`src/rtl/dmem_arbiter.sv`:
```
// Data-RAM port arbiter: CPU-first priority with a DBG starvation guard
// and a halt handshake that drains CPU reads before granting DBG exclusivity.
module dmem_arbiter #(
  parameter int ADDR_W     = 12,
  parameter int DATA_W     = 32,
  parameter int STARVE_MAX = 8
) (
  input  logic              clk,
  input  logic              rst,
  input  logic              cpu_req,
  input  logic              cpu_we,
  input  logic [31:0]       cpu_addr,
  input  logic [DATA_W-1:0] cpu_wdata,
  output logic              cpu_gnt,
  output logic              cpu_rvalid,
  output logic [DATA_W-1:0] cpu_rdata,
  output logic              cpu_stall,
  input  logic              dbg_req,
  input  logic              dbg_we,
  input  logic [31:0]       dbg_addr,
  input  logic [DATA_W-1:0] dbg_wdata,
  output logic              dbg_gnt,
  output logic              dbg_rvalid,
  output logic [DATA_W-1:0] dbg_rdata,
  input  logic              dbg_halt_req,
  output logic              dbg_halt_ack,
  output logic              mem_en,
  output logic              mem_we,
  output logic [ADDR_W-1:0] mem_addr,
  output logic [DATA_W-1:0] mem_wdata,
  input  logic [DATA_W-1:0] mem_rdata
);

  typedef enum logic [1:0] {
    RUN,
    DRAIN,
    HALTED
  } state_t;

  localparam logic [7:0] SMAX = 8'(STARVE_MAX);

  state_t     state, state_nx;
  logic [7:0] starve_cnt, starve_nx;
  logic       cpu_pend, dbg_pend;
  logic       cpu_win, dbg_win;
  logic       unused;

  // Address bits outside the RAM word index alias by design.
  assign unused = ^{cpu_addr[31:ADDR_W+2], cpu_addr[1:0],
                    dbg_addr[31:ADDR_W+2], dbg_addr[1:0]};

  always_comb begin
    cpu_win = 1'b0;
    dbg_win = 1'b0;
    if (!rst) begin
      if (state == RUN)
        cpu_win = cpu_req && !(dbg_req && starve_cnt == SMAX);
      dbg_win = dbg_req && !cpu_win;
    end
  end

  assign cpu_gnt   = cpu_win;
  assign dbg_gnt   = dbg_win;
  assign mem_en    = cpu_win | dbg_win;
  assign mem_we    = cpu_win ? cpu_we : (dbg_win & dbg_we);
  assign mem_addr  = cpu_win ? cpu_addr[ADDR_W+1:2] :
                     dbg_win ? dbg_addr[ADDR_W+1:2] : '0;
  assign mem_wdata = cpu_win ? cpu_wdata :
                     dbg_win ? dbg_wdata : '0;

  assign cpu_rvalid   = cpu_pend && !rst;
  assign dbg_rvalid   = dbg_pend && !rst;
  assign cpu_rdata    = cpu_rvalid ? mem_rdata : '0;
  assign dbg_rdata    = dbg_rvalid ? mem_rdata : '0;
  assign cpu_stall    = !rst && ((cpu_req && !cpu_win) || state != RUN);
  assign dbg_halt_ack = !rst && state == HALTED;

  always_comb begin
    state_nx  = state;
    starve_nx = starve_cnt;
    unique case (state)
      RUN: begin
        if (dbg_halt_req)
          state_nx = DRAIN;
        if (dbg_req && !dbg_win)
          starve_nx = (starve_cnt == SMAX) ? starve_cnt
                                           : starve_cnt + 8'd1;
        else
          starve_nx = '0;
      end
      DRAIN: begin
        if (!dbg_halt_req)
          state_nx = RUN;
        else if (!cpu_pend)
          state_nx = HALTED;
      end
      HALTED: begin
        if (!dbg_halt_req)
          state_nx = RUN;
      end
      default: state_nx = RUN;
    endcase
  end

  always_ff @(posedge clk) begin
    if (rst) begin
      state      <= RUN;
      starve_cnt <= '0;
      cpu_pend   <= 1'b0;
      dbg_pend   <= 1'b0;
    end else begin
      state      <= state_nx;
      starve_cnt <= starve_nx;
      cpu_pend   <= cpu_win && !cpu_we;
      dbg_pend   <= dbg_win && !dbg_we;
    end
  end

endmodule

```
`config.mk`:
```
export PLATFORM = sky130hd
export DESIGN_NAME = dmem_arbiter
export DESIGN_NICKNAME = d
export VERILOG_FILES = /design/src/rtl/dmem_arbiter.sv
export SDC_FILE = /design/constraint.sdc
export NUM_CORES = 1
export LEC_CHECK = 0
export CAP_MARGIN = 10
export CORE_AREA = 5 5 105 107
export CTS_CLUSTER_DIAMETER = 200
export DETAILED_ROUTE_END_ITERATION = 12
export DIE_AREA = 0 0 110 112
export PLACE_DENSITY = 0.71
export SETUP_SLACK_MARGIN = 0.15
export SLEW_MARGIN = 25
export SYNTH_ARGS = -nofsm -noshare
export SYNTH_HDL_FRONTEND = slang
export SYNTH_SLANG_ARGS = --single-unit
```
`constraint.sdc`:
```
create_clock -name clk -period 2.3 [get_ports clk]
set_input_delay 0.23 -clock clk [delete_from_list [all_inputs] [get_ports clk]]
set_output_delay 0.23 -clock clk [all_outputs]
set_load 0.01 [all_outputs]
```
==> impl_summary.md <==
Yosys
The commonest cells after synthesis are sky130_fd_sc_hd__inv_1, sky130_fd_sc_hd__and2_1, sky130_fd_sc_hd__o32ai_2. Sequential elements use 11.3% of the synthesized area. The synthesized netlist cell count is 301. Counting flops with a built-in enable in the synthesized netlist gives 0. Summing every instance area after synthesis gives 2130 um^2.

The number of synthesized register bits is 12. The cell with the most instances after synthesis is sky130_fd_sc_hd__inv_1. In the synthesized netlist, mux cells make up 0% of the area. The synthesized design spends more area on one cell type than any other, namely sky130_fd_sc_hd__o32ai_2. Sorting the synthesized cells by area gives the leading types as sky130_fd_sc_hd__o32ai_2, sky130_fd_sc_hd__and2_1, sky130_fd_sc_hd__inv_1. By area, the combinational part of the netlist is dominated by compound AO/OA/AOI/OAI gates.

The post-synthesis share of cell area spent on and, or, nand and nor gates is 27.8%. Summing the areas of all fa, ha and maj instances in the mapped netlist gives 1.18% of the synthesized area. The portion of synthesized cell area occupied by the leading cell type is 21.4%. The average cell area after synthesis is 7.07 um^2. The number of warnings printed during yosys synthesis is 0. Summing the areas of all compound-gate instances in the mapped netlist gives 36.0% of the synthesized area.

The count of distinct cell types in the synthesized netlist is 33. The fraction of synthesis flops using an asynchronous set or reset pin is 0%. In the synthesized netlist the dominant register cell turns out to be sky130_fd_sc_hd__dfxtp_1. The number of nets produced by synthesis is 470. Summing the areas of all xor and xnor instances in the mapped netlist gives 0% of the synthesized area.

Route
The violation count after the first detailed-route iteration is 124. The first detailed-routing pass took 4 iterations. The wire length per cell is 16.6 um.

The detailed router placed 3,217 vias in this run. In the routed design, unresolved DRC markers number 0. The total wire length after detailed routing is 12,000 um. The post-detailed-route via-to-cell ratio is 4.47.

The count of antenna-violating nets left after detailed routing is 0.

Setup path
For the worst setup path, the data required time is 2070 ps. The sort of element at the start of the critical path is a flip-flop. Counting cells, the worst reg-to-reg path comes to 5. The endpoint identified for the worst register-to-register timing path is starve_cnt[5]$_SDFFE_PP0P_. In this run the critical register-to-register path is launched from starve_cnt[4]$_SDFFE_PP0P_. The endpoint kind of the worst setup timing path is a primary output. Along the worst path, the maximum fanout reaches 20. The slack of the worst reg-to-reg path is 300 ps.

The source of the critical timing path is starve_cnt[4]$_SDFFE_PP0P_. The endpoint arrival time on the critical path is 2240 ps. The timing endpoint of the critical path is dbg_gnt.

By startpoint and endpoint, the worst setup path is classified as flip-flop to primary output.

Layout
The area added between synthesis and finish is 155%. The diode insertion count for antenna repair is 0. The count of fill cells added during filler insertion is 931.

At the end of the flow the core is filled with cells to 54.0%. Of the cells placed in the final design, the portion with a size suffix greater than 1 is 27.1%. After the last flow step, the layout net total stands at 754.

Timing
The period utilization is 107%. The max-slew violation count came to 0. The worst-case setup margin in the final layout is -166 ps.

The clock skew is 6.25 ps. The number of hold-slack violations in the final timing report is 0. Setup repair after global routing could not meet its margin everywhere. The worst pin sits at a relative slew slack of 57.9%. The total of endpoints with negative setup slack in the final report is 47. The achievable frequency is 406 MHz. The transition time at the pin with the least slew margin is 625 ps. The time the worst path needs with I/O delays and setup is 2470 ps.

CTS
TritonCTS built the clock tree. In this run the clock root is driven by a sky130_fd_sc_hd__clkbuf_8. At the later pin of the worst-skew pair, clock insertion delay measures 240 ps.

The clock net in this run drives a total of 12 sinks. After clock tree synthesis, the clock-pin slew on the worst setup and hold paths is 50 ps. The worst-case clock buffer depth is 2.

In this run the number of H-tree levels came out at 1. The total CTS buffers is 3. For this design, the CTS-stage hold fixing added 0 buffers.

Flow run
The tool flagged a number of max-cap violations equal to 0.

Floorplan
The die boundary height is 112 um. The core region is 10,000 um^2. Measured along the x axis, the die boundary spans 110 um. Row generation in the floorplan step produced 37 rows.

For this configuration, the core starts out at a cell density of 21.2%. The die covers 12,300 um^2. Pin placement for this block handled 283 I/O pins.

GRT
The wire length of the first global-routing pass is 16,400 um. The initial antenna violation count is 0. The total routing resource utilization after global routing is 16.7%. The via count of the first global-routing pass is 3,203. Global routing finished with a remaining overflow of 0.

Entering global routing, the biggest net connects 34 pins.

Place
Port buffering added 242 buffers. At the placement stage, the worst setup path has a slack of -285 ps. Detailed placement finished with a half-perimeter wire length of 8720 um. The routability congestion estimate from global placement is 0.862.

Pwr
Of the total power, registers draw 18.5%. The peak supply drop is 0.000155 V. The switching part of the total power is 32.8%. The leakage power total is 3.37 nW. The fraction of power consumed by the clock network is 16.0%. The analysis attributes to net switching a power of 381 uW.

The share of total power dissipated in combinational logic is 65.5%. The internal power is 780 uW. The ratio of total power to cell area is 214 nW/um^2.

Hold path
The launch instance of the worst min-delay path is starve_cnt[7]$_SDFFE_PP0P_. The type of the tightest min-delay check is flip-flop to flip-flop.

Outcome
The flow ran to the end, but the final reports show violations. The checks that failed: setup timing.
[power groups by stage]
stage / clock (mW) / combinational [mW] / sequential [mW]
final: 0.186 / 0.760 / 0.215
after CTS: 0.187 / 0.711 / 0.215
after floorplan: 0 / 0.256 / 0.218
after detailed placement: 0 / 0.690 / 0.219
after global routing: 0.197 / 0.811 / 0.215
after global placement: 0 / 0.681 / 0.219
[state kept, by name (all words and copies together), names as in the netlist]
name / cells
state: 2
cpu_pend: 1
starve_cnt: 8
dbg_pend: 1
[layout by cell type, fill, tap and decap left out, types with 4 or more instances in the layout]
| cell type | n |
|---|---|
| sky130_fd_sc_hd__a221oi_1 | 5 |
| sky130_fd_sc_hd__and2_1 | 65 |
| sky130_fd_sc_hd__buf_12 | 7 |
| sky130_fd_sc_hd__buf_2 | 46 |
| sky130_fd_sc_hd__buf_4 | 34 |
| sky130_fd_sc_hd__buf_6 | 11 |
| sky130_fd_sc_hd__clkbuf_16 | 5 |
| sky130_fd_sc_hd__clkdlybuf4s50_1 | 144 |
| sky130_fd_sc_hd__dfxtp_1 | 11 |
| sky130_fd_sc_hd__dlymetal6s2s_1 | 51 |
| sky130_fd_sc_hd__inv_1 | 97 |
| sky130_fd_sc_hd__nor2_1 | 7 |
| sky130_fd_sc_hd__o21ai_0 | 8 |
| sky130_fd_sc_hd__o32ai_1 | 7 |
| sky130_fd_sc_hd__o32ai_2 | 34 |
| sky130_fd_sc_hd__o32ai_4 | 4 |
| sky130_fd_sc_hd__or3_1 | 4 |
[worst min-delay path by stage]
stage / to / slack (ps) / depth (start not counted)
floorplan: cpu_pend$_SDFF_PP0_ / 300 / 1
global placement: starve_cnt[7]$_SDFFE_PP0P_ / 480 / 2
detailed placement: starve_cnt[7]$_SDFFE_PP0P_ / 500 / 2
CTS: starve_cnt[7]$_SDFFE_PP0P_ / 510 / 2
global route: starve_cnt[7]$_SDFFE_PP0P_ / 550 / 2
finish: starve_cnt[7]$_SDFFE_PP0P_ / 500 / 2
[area by class of cell]
type,instances,area (um^2),share of cell area (%)
timing repair buffer,304,3080,56.7
multi-input combinational,167,1530,28.2
sequential,12,241,4.45
inverter,97,364,6.71
clock buffer,3,41.3,0.761
tap,136,170,3.14
[repair_timing]
action	in CTS	in global routing
gates resized for setup	213	79
cloned	5	6
buffers inserted	14	12
setup endpoints to repair	112	111
pin swaps	1	25
[stage by stage]
stage	total power [mW]	hold slack, ps	std cells	TNS, ps	instance area, um^2
6_report	1.16	501	719	-3670	5430
3_5_place_dp	0.909	500	679	-9680	4820
4_1_cts	1.11	506	701	-4090	4940
3_3_place_gp	0.899	484	679	-8240	4820
5_1_grt	1.22	554	719	-6750	5430
2_1_floorplan	0.474	302	301	0	2130
[metal layers]
layer / GRT usage, % / wire length [um]
met1: 16.4 / 4040
met2: 33.8 / 6680
met3: 5.04 / 1160
met4: 2.08 / 82
met5: 0 / 0
[worst max-delay path, stage by stage (launching register included)]
cell and delay (ps):
sky130_fd_sc_hd__dfxtp_2 320, sky130_fd_sc_hd__or4b_4 550, sky130_fd_sc_hd__o21a_2 280, sky130_fd_sc_hd__buf_12 190, sky130_fd_sc_hd__nor2_1 110, sky130_fd_sc_hd__clkdlybuf4s50_1 550
[logic make-up (layout without fill, tap and decap cells)]
kind of cell / after synthesis / count (layout)
AO/OA/AOI/OAI: 69 / 69
adder cells (fa/ha/maj): 2 / 2
buffers and inverters: 122 / 404
AND/OR/NAND/NOR: 96 / 96
flip-flops: 12 / 12
(Power assumes the default switching activity.)
